==> config.mk <==
export PLATFORM = sky130hd
export DESIGN_NAME = dot_prod_lag_seq
export DESIGN_NICKNAME = d
export VERILOG_FILES = /design/src/rtl/dot_prod_lag_seq.sv
export SDC_FILE = /design/constraint.sdc
export NUM_CORES = 1
export LEC_CHECK = 0
export ABC_AREA = 1
export CAP_MARGIN = 15
export CORE_MARGIN = 2
export CORE_UTILIZATION = 25
export CTS_BUF_LIST = sky130_fd_sc_hd__clkbuf_16
export DETAILED_ROUTE_END_ITERATION = 10
export GPL_ROUTABILITY_DRIVEN = 0
export PLACE_DENSITY = 0.47
export RECOVER_POWER = 50
export SETUP_SLACK_MARGIN = 0.2
export SKIP_CTS_REPAIR_TIMING = 1
export SYNTH_ARGS = -nofsm -noshare
export SYNTH_HDL_FRONTEND = slang
export SYNTH_SLANG_ARGS = --single-unit
==> constraint.sdc <==
create_clock -name clk -period 3.2 [get_ports clk]
set_input_delay 0.32 -clock clk [delete_from_list [all_inputs] [get_ports clk]]
set_output_delay 0.32 -clock clk [all_outputs]
set_load 0.03 [all_outputs]
==> src/rtl/dot_prod_lag_seq.sv <==
// Lag-sweep sequencer for the CAF search: feeds LENGTH sample address pairs per
// lag into the pipelined dot product and hands each result downstream tagged with its lag.
module dot_prod_lag_seq #(
   parameter int LENGTH     = 8,
   parameter int NUM_LAGS   = 16,
   parameter int ADDR_BITS  = 8,
   parameter int LAG_BITS   = 4,
   parameter int SUM_I_BITS = 32,
   parameter int SUM_Q_BITS = 32
) (
   input  logic                  clk,
   input  logic                  n_reset,
   input  logic                  start,
   input  logic                  abort,
   input  logic [ADDR_BITS-1:0]  lag_start,
   output logic                  busy,
   output logic                  done,
   output logic                  rd_en,
   output logic [ADDR_BITS-1:0]  ref_addr,
   output logic [ADDR_BITS-1:0]  rx_addr,
   output logic                  m_axis_x_tvalid,
   output logic                  m_axis_y_tvalid,
   output logic                  m_axis_product_tready,
   input  logic                  s_axis_product_tvalid,
   input  logic [SUM_I_BITS-1:0] i,
   input  logic [SUM_Q_BITS-1:0] q,
   output logic                  res_tvalid,
   input  logic                  res_tready,
   output logic [SUM_I_BITS-1:0] res_i,
   output logic [SUM_Q_BITS-1:0] res_q,
   output logic [LAG_BITS-1:0]   res_lag,
   output logic                  res_last,
   output logic [2:0]            state_dbg
);

   localparam int N_BITS = (LENGTH > 1) ? $clog2(LENGTH) : 1;
   localparam logic [N_BITS-1:0]   N_LAST   = N_BITS'(LENGTH - 1);
   localparam logic [LAG_BITS-1:0] LAG_LAST = LAG_BITS'(NUM_LAGS - 1);

   typedef enum logic [2:0] {
      S_IDLE = 3'd0,
      S_FEED = 3'd1,
      S_WAIT = 3'd2,
      S_OUT  = 3'd3,
      S_DONE = 3'd4
   } state_t;

   state_t                 state;
   logic [N_BITS-1:0]      n;
   logic [LAG_BITS-1:0]    lag;
   logic [ADDR_BITS-1:0]   base;
   logic                   xy_valid;
   logic                   tready;

   // Handshakes: a transfer happens on a rising edge where valid and ready are both high;
   // res_* stay stable while res_tvalid is high and res_tready is low.
   always_ff @(posedge clk or negedge n_reset) begin
      if (!n_reset) begin
         state      <= S_IDLE;
         n          <= '0;
         lag        <= '0;
         base       <= '0;
         rd_en      <= 1'b0;
         ref_addr   <= '0;
         rx_addr    <= '0;
         xy_valid   <= 1'b0;
         tready     <= 1'b0;
         res_tvalid <= 1'b0;
         res_i      <= '0;
         res_q      <= '0;
         res_lag    <= '0;
         res_last   <= 1'b0;
      end else begin
         // Sample valid trails the read strobe by the one-cycle memory latency.
         xy_valid <= rd_en;
         if (abort) begin
            state      <= S_IDLE;
            rd_en      <= 1'b0;
            xy_valid   <= 1'b0;
            tready     <= 1'b0;
            res_tvalid <= 1'b0;
         end else begin
            case (state)
               S_IDLE: begin
                  if (start) begin
                     base     <= lag_start;
                     lag      <= '0;
                     n        <= '0;
                     rd_en    <= 1'b1;
                     ref_addr <= '0;
                     rx_addr  <= lag_start;
                     state    <= S_FEED;
                  end
               end
               S_FEED: begin
                  if (n == N_LAST) begin
                     rd_en  <= 1'b0;
                     tready <= 1'b1;
                     state  <= S_WAIT;
                  end else begin
                     n        <= n + N_BITS'(1);
                     ref_addr <= ADDR_BITS'(n) + ADDR_BITS'(1);
                     rx_addr  <= base + ADDR_BITS'(lag) + ADDR_BITS'(n) + ADDR_BITS'(1);
                  end
               end
               S_WAIT: begin
                  if (s_axis_product_tvalid) begin
                     res_i      <= i;
                     res_q      <= q;
                     res_lag    <= lag;
                     res_last   <= (lag == LAG_LAST);
                     tready     <= 1'b0;
                     res_tvalid <= 1'b1;
                     state      <= S_OUT;
                  end
               end
               S_OUT: begin
                  if (res_tready) begin
                     res_tvalid <= 1'b0;
                     if (lag == LAG_LAST) begin
                        state <= S_DONE;
                     end else begin
                        lag      <= lag + LAG_BITS'(1);
                        n        <= '0;
                        rd_en    <= 1'b1;
                        ref_addr <= '0;
                        rx_addr  <= base + ADDR_BITS'(lag) + ADDR_BITS'(1);
                        state    <= S_FEED;
                     end
                  end
               end
               S_DONE:  state <= S_IDLE;
               default: state <= S_IDLE;
            endcase
         end
      end
   end

   assign busy                  = (state != S_IDLE);
   assign done                  = (state == S_DONE);
   assign m_axis_x_tvalid       = xy_valid;
   assign m_axis_y_tvalid       = xy_valid;
   assign m_axis_product_tready = tready;
   assign state_dbg             = state;

endmodule
==> out/metrics.yaml, run 1 <==
async_flop_share_pct: 100
drv_cap: 1
worstMarginPinSlew_ps: 1570
drc_errors: 0
swShare_pct: 43.2
peakVddDrop_v: 0.000326
grt_pass1_vias: 3914
num_io_pins: 173
clockRootBuffer: "clkbuf_16"
synth_mux_area_share_pct: 15.1
clk_path_buf_depth: 2
routed_wl_mm: 12.9
die-height_um: 142
place_inst: 845
hold_viol: 0
cp-startpoint: "lag[0]"
die_w_um: 142
top_layer_used: "met4"
grt_first_pass_wirelength_mm: 20.0
synthToLayoutAreaGrowth_pct: 45.7
clock-skew-final_ps: 8.91
routed_via_density: 4.50
clk_latency_ps: 350
grt_use_total_pct: 12.6
clockPowerShare_pct: 16.3
die-area_um2: 20200
fin_setup_tns_ps: 0
mostFrequentLayoutCells: "clkdlybuf4s50_1 (122), dfrtp_1 (100), nand2_1 (84)"
avgRoutedWirePerCell_um: 14.9
grt_antenna_before_repair: 0
clock-sinks: 100
final_net_count: 714
sequentialPowerShare_pct: 31.6
synth_edf_count: 0
period_share_pct: 87.0
p_comb_share_pct: 52.2
layout_commonest_cell: "clkdlybuf4s50_1"
p_per_area_nw_per_um2: 953
outcome: "finished, violations left"
drt_iter0_markers: 109
required_ps: 3440
drt.antenna.violating_nets: 0
violations: "max-capacitance violations, max-slew violations"
worstSetupStartpointType: "register"
yosys.area_share.adder_pct: 3.72
synth_xor_area_share_pct: 0
dr_wl_met3_um: 785
max_freq_mhz: 359
syn_inst: 455
ys_top_cells_by_area: "dfrtp_1 (52%), mux2_2 (14%), nand2_1 (6.6%), nand3_1 (3.5%), inv_1 (3.3%)"
slew_headroom_pct: -4.66
nFillCells: 1830
initial_core_util_pct: 25.5
final_layout_size_suffix_gt1_share_pct: 18.0
p_switching_w: 0.00286
grt_max_degree: 61
reg2reg_depth: 12
timing.rr.end: "rx_addr[4]"
ff2ff_setup_slack_ps: 420
synth_warnings: 0
synth_cell_types: 40
critPathKind: "reg -> reg"
fin_cells: 862
setup_viol: 0
htreeDepth: 3
reg2reg_from: "lag[0]"
cts_tree: "done"
synth_area_um2: 4780
synth_top_area_share_pct: 52.4
globalRouteOverflowTotal: 0
clk_pin_slew_worst_paths_ps: 70
m1WireLength_mm: 5.68
crit_end: "rx_addr[4]"
wl_met2_mm: 6.06
maxSlewViolCount: 61
rsz0062_at_grt: "no"
leakage_nw: 3.15
cp_data_arrival_time_ps: 3020
seq_area_frac_synth_pct: 52.4
num_vias: 3882
p_int_w: 0.00377
ys.flop_type: "dfrtp_1"
period_needed_ps: 2780
worstHoldPathType: "in -> async"
synth_top_family_by_area: "simple AND/OR/NAND/NOR gates"
insertedDiodeCount: 0
synthSimpleGateAreaFrac_pct: 15.8
ys_ff_latch: 100
avgSynthCellArea_um2: 10.5
core_area_um2: 18700
crit_fanout: 4
hpwl_mm: 9.54
crit_path_end_kind: "register"
rows: 50
port_buffers: 168
synth-compound-area-share_pct: 6.16
cts_buffers: 9
synth_area_leader_cell: "dfrtp_1"
firstDrtPassIters: 4
synth_stat cells, types with 2 or more instances:
cell and count:
a21oi_1 9, buf_2 4, buf_4 7, buf_6 6
dfrtp_1 100, fa_1 2, ha_1 11, inv_1 42
inv_2 2, mux2_1 3, mux2_2 61, nand2_1 84
nand2_2 4, nand3_1 33, nand3b_1 3, nand4_1 8
nor2_1 13, nor2_2 3, nor3_1 5, nor3_2 2
o21ai_0 22, o21ai_1 5, o21ai_2 5, o31ai_1 3
or2_2 3
how the worst min path moves through the flow:
stage             from        to  slack, ps
2_1_floorplan  n_reset   base[0]         20
5_1_grt        n_reset  res_i[0]        500
3_5_place_dp   base[0]   base[0]        470
3_3_place_gp   base[0]   base[0]        460
6_report       n_reset  res_i[0]        350
4_1_cts        n_reset  res_i[0]         90
per-stage QoR:
step	total power, W	setup slack [ps]	utilization [%]	hold WS, ps	area (um^2)
2_1_floorplan	0.00426	543	-	24.4	4790
3_3_place_gp	0.00567	380	35.7	461	6680
3_5_place_dp	0.00570	311	35.7	468	6680
4_1_cts	0.00683	291	37.2	94.1	6960
5_1_grt	0.00708	247	37.2	497	6960
6_report	0.00663	417	37.2	352	6960
registers in the layout, summed over array words and instances (netlist names):
| register | cells |
|---|---|
| res_last | 1 |
| base | 8 |
| res_q | 32 |
| m_axis_product_tready | 1 |
| lag | 4 |
| rx_addr | 8 |
| res_lag | 4 |
| n | 2 |
| res_i | 32 |
| rd_en | 1 |
| res_tvalid | 1 |
| state_dbg | 3 |
| ref_addr | 2 |
| m_axis_x_tvalid | 1 |
logic make-up (layout without fill, tap and decap cells):
kind of cell | after synthesis | count (layout)
mux | 64 | 64
simple gates | 162 | 162
fa+ha+maj | 13 | 13
flops | 100 | 100
buf+inv | 65 | 235
compound gates | 50 | 50
other cells | 1 | 4
power by group through the flow:
stage                     clock [W]  sequential, W  combinational (W)
final                       0.00108        0.00209            0.00346
after global routing        0.00119        0.00217            0.00372
after CTS                   0.00113        0.00211            0.00358
after detailed placement          0        0.00213            0.00357
after global placement            0        0.00212            0.00355
after floorplan                   0        0.00306            0.00121
cell type report:
cell class | count | area (um^2) | area share, %
Sequential cell | 100 | 2500 | 35.9
Multi-Input combinational cell | 293 | 1980 | 28.5
Timing Repair Buffer | 173 | 1720 | 24.8
Tap cell | 234 | 293 | 4.21
Clock buffer | 9 | 225 | 3.24
Inverter | 46 | 175 | 2.52
Clock inverter | 7 | 60.1 | 0.863
worst max-delay path, cell delays in order (launching register included):
cell,delay (ps)
dfrtp_1,420
ha_2,230
fa_2,570
inv_1,60
fa_1,400
or2_2,310
nand2_1,60
nand3_1,110
nor2_2,140
nand3b_1,120
nand2_1,70
a21oi_1,120
o21ai_1,70
layer usage:
metal | vias to the layer above | GRT usage (%)
met3 | 26 | 2.83
met5 | - | 0
met4 | 0 | 5.53
met2 | 132 | 20.8
met1 | 1859 | 15.9
li1 | 1865 | -
No activity file was read; power rests on OpenSTA's default activity.
==> run 2: changes to the inputs <==
Settings changed: CTS_CLUSTER_DIAMETER set to 50.
==> results of run 2 <==
The final DEF is identical to that of run 1; final timing and power are the same.
==> run 3: changes to the inputs <==
Clock period 3.2 ns to 2.9 ns, I/O delays scaled along.
==> run 3 against run 2 <==
  * The flow now finishes without violations
  * Total power up 12%
  * Non-clock buffer count up 5
  * Count of clock-buffer cells in the layout unchanged
  * First-iteration DRC count up 13%
  * Cell count up 0.58%
  * Critical path type unchanged
  * Critical endpoint is now rx_addr[6]
  * Largest power group unchanged
==> out/metrics.yaml, run 3 (synthesis gave the netlist of run 1 again) <==
avgRoutedWirePerCell_um: 14.7  # -1.3%
htreeDepth: 3  # unchanged
routed_via_density: 4.36  # -3.3%
critPathKind: "reg -> reg"
grt_max_degree: 63  # +3.3%
drt.antenna.violating_nets: 0  # unchanged
die-height_um: 142  # unchanged
slowest_stage: "fa_2"
synthToLayoutAreaGrowth_pct: 47.9
finalPower_w: 0.00745  # +12%
hpwl_mm: 9.39  # -1.6%
drc_errors: 0  # unchanged
clockRootBuffer: "clkbuf_16"
crit_fanout: 4  # unchanged
grt_first_pass_wirelength_mm: 19.9  # -0.62%
multiInputGateArea_um2: 2040  # +3.0%
regArea_um2: 2500  # unchanged
nFillCells: 1862  # +1.7%
clk_pin_slew_worst_paths_ps: 70  # about the same
outcome: "finished clean"
cts_buffers: 9  # unchanged
clock-skew-final_ps: 11.1  # +2.18 ps
hold_viol: 0  # unchanged
max_stage_delay_ps: 550  # -20 ps
fin_cells: 867  # +0.58%
whs_ps: 479  # +127 ps
max_freq_mhz: 381  # +6.0%
insertedDiodeCount: 0  # unchanged
worstHoldPathType: "reg -> reg"
cp_data_arrival_time_ps: 2870  # -150 ps
rsz0062_at_grt: "yes"
cp.buffers_inverters: 1  # unchanged
grt_pass1_vias: 3818  # -2.5%
required_ps: 3150  # -290 ps
firstDrtPassIters: 4  # unchanged
leakage_nw: 3.17  # +0.62%
worst_slack_ps: 275  # -141 ps
core_area_um2: 18700  # unchanged
period_share_pct: 90.5  # +3.5 points
clk_latency_ps: 350  # about the same
mostFrequentLayoutCells: "clkdlybuf4s50_1 (122), dfrtp_1 (100), nand2_1 (82)"
worstSetupStartpointType: "register"
num_io_pins: 173  # unchanged
rows: 50  # unchanged
globalRouteOverflowTotal: 0  # unchanged
cp_top_family: "adder cells"
slew_headroom_pct: 32.4  # +37 points
drv_cap: 0  # -1
final_layout_size_suffix_gt1_share_pct: 19.3  # +1.3 points
reg2reg_depth: 13  # +1
initial_core_util_pct: 25.5  # unchanged
min_path_cells: 2
grt_antenna_before_repair: 0  # unchanged
reg_top3: "res_i x32, res_q x32"
final_net_count: 719  # +0.70%
worstMarginPinSlew_ps: 1010  # -556 ps
place_inst: 848  # +0.36%
port_buffers: 168  # unchanged
routed_wl_mm: 12.8  # -0.78%
p_per_area_nw_per_um2: 1060  # +11%
clk_path_buf_depth: 2  # unchanged
ff2ff_setup_slack_ps: 280  # -140 ps
grt_use_total_pct: 12.6  # -0.043 points
die-area_um2: 20200  # unchanged
pre_cts_ws_ps: 61.4  # -249 ps
fin_setup_tns_ps: 0  # unchanged
peakVddDrop_v: 0.000359  # +10%
cpMostUsedCell: "nand3_1"
path_cells: "ha_4, fa_2, inv_1, fa_2, or2_4, nand2_2, nand3_4, nor2_4, nand3_1, nand3_1, nand3_1, nand2_1, nand2_1"
worst-path-stages: 13  # +1
die_w_um: 142  # unchanged
num_vias: 3777  # -2.7%
setup_viol: 0  # unchanged
layout_commonest_cell: "clkdlybuf4s50_1"
cts_tree: "done"
crit_path_end_kind: "register"
period_needed_ps: 2620  # -159 ps
clock-sinks: 100  # unchanged
drt_iter0_markers: 123  # +13%
maxSlewViolCount: 0  # -100%
## run 3: changes by cell type in the layout (fill, tap and decap cells not counted), sizes merged
cell         delta
bufinv          +1
dlygate4sd3     +1
buf             +4
inv             -1
clkinv          -1
clkinvlp        +1
## run 3: worst min-delay path: cells and delay by family (launching register included)
kind          cells  cell delay [ps]
flops             1              340
simple gates      2              100
## run 3: worst paths after layout
check                            from          to
max                            lag[0]  rx_addr[6]
min                        rx_addr[6]  rx_addr[6]
max reg2reg                    lag[0]  rx_addr[6]
min reg2reg                rx_addr[6]  rx_addr[6]
max in group asynchronous     n_reset   res_i[11]
min in group asynchronous     n_reset    res_i[6]
## run 3: power by group
part | switching, W | internal, W | total [W]
combinational | 0.00227 | 0.00162 | 0.00389
clock | 0.000571 | 0.000673 | 0.00124
sequential | 0.000337 | 0.00198 | 0.00232
total | 0.00318 | 0.00427 | 0.00745
## run 3: metrics by stage
step	cell area (um^2)	utilization, %
2_1_floorplan	4790	-
3_3_place_gp	6690	35.8
3_5_place_dp	6690	35.8
4_1_cts	6990	37.4
5_1_grt	7060	37.8
6_report	7060	37.8
## run 3: per-layer routing
metal | routed length [um] | vias up | part of all wire (%) | GRT usage (%)
li1 | - | 1868 | - | -
met4 | 174 | 0 | 1.4 | 3.74
met2 | 6110 | 117 | 48 | 20.8
met5 | 0 | - | 0 | 0
met1 | 5700 | 1779 | 45 | 15.9
met3 | 784 | 13 | 6.1 | 3.73
## run 3: final cells by class
class	instances	share of cell area (%)
sequential	100	35.4
multi-input combinational	293	28.9
timing repair buffer	178	24.8
tap	234	4.15
clock buffer	9	3.19
inverter	46	2.48
clock inverter	7	1.03
